===== config.mk =====
export PLATFORM = sky130hd
export DESIGN_NAME = pipeline_imem_arbiter
export DESIGN_NICKNAME = d
export VERILOG_FILES = /design/src/rtl/pipeline_imem_arbiter.sv
export SDC_FILE = /design/constraint.sdc
export NUM_CORES = 1
export LEC_CHECK = 0
export CORE_AREA = 2 2 94 96
export CTS_CLUSTER_SIZE = 20
export DETAILED_ROUTE_END_ITERATION = 7
export DIE_AREA = 0 0 96 98
export GPL_TIMING_DRIVEN = 0
export PLACE_DENSITY = 0.67
export SLEW_MARGIN = 20
export SYNTH_ARGS = -nofsm -noshare
export SYNTH_HDL_FRONTEND = slang
export SYNTH_SLANG_ARGS = --single-unit

===== constraint.sdc =====
create_clock -name clk_i -period 4.35 [get_ports clk_i]
set_clock_uncertainty 0.2 [all_clocks]
set_input_delay 0.435 -clock clk_i [delete_from_list [all_inputs] [get_ports clk_i]]
set_output_delay 0.435 -clock clk_i [all_outputs]
set_load 0.02 [all_outputs]

===== src/rtl/pipeline_imem_arbiter.sv =====
// Two-requester arbiter (fetch stage vs. boot loader) in front of a 256x32 synchronous IMEM.
// Optional FETCH_ADDR_CHECK_EN: misaligned/out-of-range fetches answer with a faulted NOP.
module pipeline_imem_arbiter #(
  parameter int unsigned MAX_FETCH_BURST = 8
) (
  input  logic        clk_i,
  input  logic        reset_ni,
  input  logic        load_done_i,
  input  logic        fetch_req_i,
  input  logic [31:0] fetch_addr_i,
  output logic        fetch_gnt_o,
  output logic        fetch_rvalid_o,
  output logic [31:0] fetch_rdata_o,
  output logic        fetch_err_o,
  input  logic        load_req_i,
  input  logic        load_we_i,
  input  logic [31:0] load_addr_i,
  input  logic [31:0] load_wdata_i,
  output logic        load_gnt_o,
  output logic        load_rvalid_o,
  output logic [31:0] load_rdata_o,
  output logic        mem_en_o,
  output logic        mem_we_o,
  output logic [7:0]  mem_addr_o,
  output logic [31:0] mem_wdata_o,
  input  logic [31:0] mem_rdata_i
);

  typedef enum logic {BOOT, RUN} state_t;

  localparam logic [7:0]  MAX_BURST = 8'(MAX_FETCH_BURST);
  localparam logic [31:0] NOP       = 32'h0000_0013;

  state_t     state, state_nxt;
  logic [7:0] starve_cnt, starve_nxt;
  logic       fetch_gnt, load_gnt, fetch_bad;
  logic       pend_fetch, pend_load;

  // Only the word index reaches the IMEM; the remaining loader address bits are don't-care.
  logic unused_load_addr;
  assign unused_load_addr = ^{load_addr_i[31:10], load_addr_i[1:0]};

`ifdef FETCH_ADDR_CHECK_EN
  logic pend_err;
  assign fetch_bad = (fetch_addr_i[1:0] != 2'b00) || (fetch_addr_i[31:10] != 22'd0);
`else
  logic unused_fetch_addr;
  assign unused_fetch_addr = ^{fetch_addr_i[31:10], fetch_addr_i[1:0]};
  assign fetch_bad = 1'b0;
`endif

  always_ff @(posedge clk_i or negedge reset_ni) begin
    if (!reset_ni) begin
      state      <= BOOT;
      starve_cnt <= '0;
    end else begin
      state      <= state_nxt;
      starve_cnt <= starve_nxt;
    end
  end

  // Grants are gated by reset so every output reads 0 while reset is held.
  always_comb begin
    state_nxt = state;
    fetch_gnt = 1'b0;
    load_gnt  = 1'b0;
    if (reset_ni) begin
      case (state)
        BOOT: begin
          load_gnt = load_req_i;
          if (load_done_i) state_nxt = RUN;
        end
        RUN: begin
          if (fetch_req_i && !(load_req_i && starve_cnt == MAX_BURST)) fetch_gnt = 1'b1;
          else                                                         load_gnt  = load_req_i;
        end
        default: state_nxt = BOOT;
      endcase
    end
  end

  // Counts fetch wins while the loader waits; saturates at the burst limit, which forces the loader in.
  always_comb begin
    starve_nxt = starve_cnt;
    if (!load_req_i || load_gnt)                         starve_nxt = '0;
    else if (fetch_gnt && starve_cnt < MAX_BURST)        starve_nxt = starve_cnt + 8'd1;
  end

  assign fetch_gnt_o = fetch_gnt;
  assign load_gnt_o  = load_gnt;

  always_comb begin
    mem_en_o    = 1'b0;
    mem_we_o    = 1'b0;
    mem_addr_o  = '0;
    mem_wdata_o = '0;
    if (load_gnt) begin
      mem_en_o    = 1'b1;
      mem_we_o    = load_we_i;
      mem_addr_o  = load_addr_i[9:2];
      mem_wdata_o = load_wdata_i;
    end else if (fetch_gnt && !fetch_bad) begin
      mem_en_o    = 1'b1;
      mem_addr_o  = fetch_addr_i[9:2];
      mem_wdata_o = load_wdata_i;
    end
  end

  // Response owner recorded at grant; data arrives from the IMEM one cycle later.
  always_ff @(posedge clk_i or negedge reset_ni) begin
    if (!reset_ni) begin
      pend_fetch <= 1'b0;
      pend_load  <= 1'b0;
    end else begin
      pend_fetch <= fetch_gnt;
      pend_load  <= load_gnt && !load_we_i;
    end
  end

`ifdef FETCH_ADDR_CHECK_EN
  always_ff @(posedge clk_i or negedge reset_ni) begin
    if (!reset_ni) pend_err <= 1'b0;
    else           pend_err <= fetch_gnt && fetch_bad;
  end

  assign fetch_err_o   = pend_err;
  assign fetch_rdata_o = !pend_fetch ? '0 : (pend_err ? NOP : mem_rdata_i);
`else
  assign fetch_err_o   = 1'b0;
  assign fetch_rdata_o = pend_fetch ? mem_rdata_i : '0;
`endif

  assign fetch_rvalid_o = pend_fetch;
  assign load_rvalid_o  = pend_load;
  assign load_rdata_o   = pend_load ? mem_rdata_i : '0;

endmodule


==> results.md <==
* Outcome: finished, final reports clean
* Setup TNS at 0 ps
* CP delay by family, top: buffers and inverters
* Postcts setup bufs at 0
* Die Span X at ~96 um
* Fin crit period at between 3000 and 4000 ps
* Proportion of layout cells with a drive suffix above 1 at under 10%
* Max_slew headroom at 61.1%
* WL/cell at between 10 and 15 um
* Worst setup EP type: output pin
* CP Class: input port to output pin
* Slowest cell on the critical path: clkdlybuf4s50_1
* CP cell instances: clkdlybuf4s50_1, clkbuf_1, inv_1, clkbuf_1, o31ai_1, clkdlybuf4s50_1
* Area Growth Syn to Fin at 152%
* Post-Layout Cell Count at 494
* Slew Limit Fails at 0
* Cts repair resizes at 0
* Clk slew on worst S/H paths at ~50 ps
* Top Ports at approximately 250
* CP max stage delay at between 800 and 900 ps
* Placer's final routability congestion estimate at 0.812
* Syn Area/Cell at between 7 and 8 um^2
* Syn. warnings at 0
* Inserted Clock Buffers at 3
* Hold Path Origin: state
* FP Rows at 34
* Vias at 2096
* Inst Count DP at 490
* CP Max Fanout at 12
* DRC viols at 0
* Cells after Synth at approximately 190
* CTS tree: done
* Worst path bufs/invs at 5
* IO Port Bufs at between 150 and 200
* Combinational fraction of design power at a little under three fifths
* Hold_buf cts at 0
* Initial antenna violation count at 0
* GRT Util Overall at a little over an eighth
* Unrepaired setup endpoints after global routing: false
* Post-Syn Area at 1400 um^2
* Area after DPL at between 3000 and 4000 um^2
* Netlist cell types at 30
* Leakage power at 1.36 nW
* Synth top area share at between 40% and 50%
* PD cells at around 140 nW/um^2
* Starting density of the core at 16.5%
* Final #Nets at between 500 and 600
* Seq/Total Area, Yosys at 19.7%
* WL final at between 6000 and 7000 um
* Via-to-Cell Ratio at around 4.2
* Crit path from: reset_ni
* Int Pwr at around 330 uW
* Place WS at just under 400 ps
* Clk_lat worst skew at between 200 and 250 ps
* P_sw at roughly 160 uW
* First-pass GRT wire length at about 10000 um
* Synth area leaders: and2_1 43%, dfrtp_1 20%, o31ai_1 4.8%
* Die area at roughly 9400 um^2
* GR Overflow Total at 0
* Fmax at 0.257 GHz
* Tcrit/Tclk final at between 80% and 90%
* Reg2reg start: starve_cnt[0]
* Detailed Place HPWL at 5790 um
* Die height at about 100 um
* Final Cell Area at roughly 3500 um^2
* # setup viols final at 0
* Root Buffer: clkbuf_8
* Antenna Nets Post-Route at 0
* Clock sinks at 11
* Critical Path AT at ~3300 ps
* Flops & latches, synth at 11
* Maxcap violations at 0
* Worst VDD drop at 0.000104 V
* CTS max path bufs at 2
* Setup ws final at roughly 460 ps
* First DRT Iteration DRCs at 16
* Hold_ws at ~310 ps
* Pin count of the biggest net entering global routing at 13
* Seq pwr share at between 20% and 30%
* Post-synth top area cell: and2_1
* Critical path required time at approximately 3700 ps
* Switching share of power at 33.1%
* CTS H-tree lvls at 1
* ANT cells at 0
* Fin. Hold Viols at 0
* Clk pwr share at a little over a fifth
* Number of global-route vias before repair at 2064
* First drt pass iteration count at 4
* Worst hold path class: register to register
* Area of the core at roughly 8500 um^2
* Slew @ Worst Pin at approximately 580 ps
* Worst Setup Start Kind: input port
* Syn Nets at around 320
## synth_stat cells, drive strengths merged
cell type,number
a21o,1
a221oi,3
and2,97
and3,1
and4,1
and4b,1
buf,4
clkbuf,14
conb,1
dfrtp,11
ha,2
inv,5
nand2,8
nand3,3
nand4b,2
nor2,1
nor3,2
nor4,2
o211a,4
o211ai,8
o21a,2
o21ai,3
o221a,1
o31ai,9
or4,2
## final timing paths
path | end | slack (ps) | cells past startpoint
hold reg to reg | state | 310 | 1
setup reg to reg | load_rvalid_o | 2070 | 6
hold / removal | state | 310 | 1
min in group asynchronous | starve_cnt[6] | 370 | 1
max in group asynchronous | starve_cnt[1] | 3200 | 1
setup / recovery | mem_addr_o[4] | 460 | 6
## registers in the layout, indices dropped and copies added (netlist names)
register	count
load_rvalid_o	1
fetch_rvalid_o	1
state	1
starve_cnt	8
## layout make-up
cell class,instances,area (um^2)
buffer,18,80.1
clock buffer,4,45.0
fill,856,4950
inverter,5,18.8
multi-input combinational,154,1020
sequential,11,275
tap,108,135
timing repair buffer,194,1940
## power groups by stage
stage / logic (mW) / clock network [mW] / registers [mW]
floorplan: 0.105 / 0 / 0.108
global placement: 0.277 / 0 / 0.108
detailed placement: 0.279 / 0 / 0.108
CTS: 0.280 / 0.109 / 0.106
global route: 0.296 / 0.113 / 0.106
finish: 0.277 / 0.105 / 0.106
## metal layers
metal | up-vias | share of wire (%) | track usage (%)
met4 | 0 | 0.32 | 1.43
li1 | 1027 | - | -
met5 | - | 0 | 0
met3 | 4 | 12 | 4.32
met1 | 924 | 34 | 13.1
met2 | 141 | 53 | 26.8
## cell usage in the layout, fill, tap and decap left out, types with 2 or more instances in the layout
cell,instances
dfrtp_1,11
and2_1,97
o21a_1,2
clkbuf_8,3
o211ai_1,8
or4_4,2
ha_1,2
o211a_1,4
a221oi_1,2
clkdlybuf4s50_1,194
nor3_1,2
o21ai_0,2
nand4b_1,2
clkbuf_1,15
nand2_1,8
o31ai_1,9
inv_1,5
nand3_1,3
nor4_1,2
## cell families (layout without fill, tap and decap cells)
kind of cell / after synthesis / in the layout / share of synthesized area, %
AOI/OAI and AO/OA: 31 / 31 / 17.8
adders and majority gates: 2 / 2 / 1.79
buffers and inverters: 23 / 221 / 7.08
DFF: 11 / 11 / 19.7
other: 1 / 1 / 0.269
and+or+nand+nor: 120 / 120 / 53.3
## per-stage QoR
step | util, % | power (mW)
global placement | 41.0 | 0.385
CTS | 41.5 | 0.495
floorplan | - | 0.213
global route | 41.5 | 0.515
detailed placement | 41.0 | 0.387
finish | 41.5 | 0.488
No activity file was read; power rests on OpenSTA's default activity.
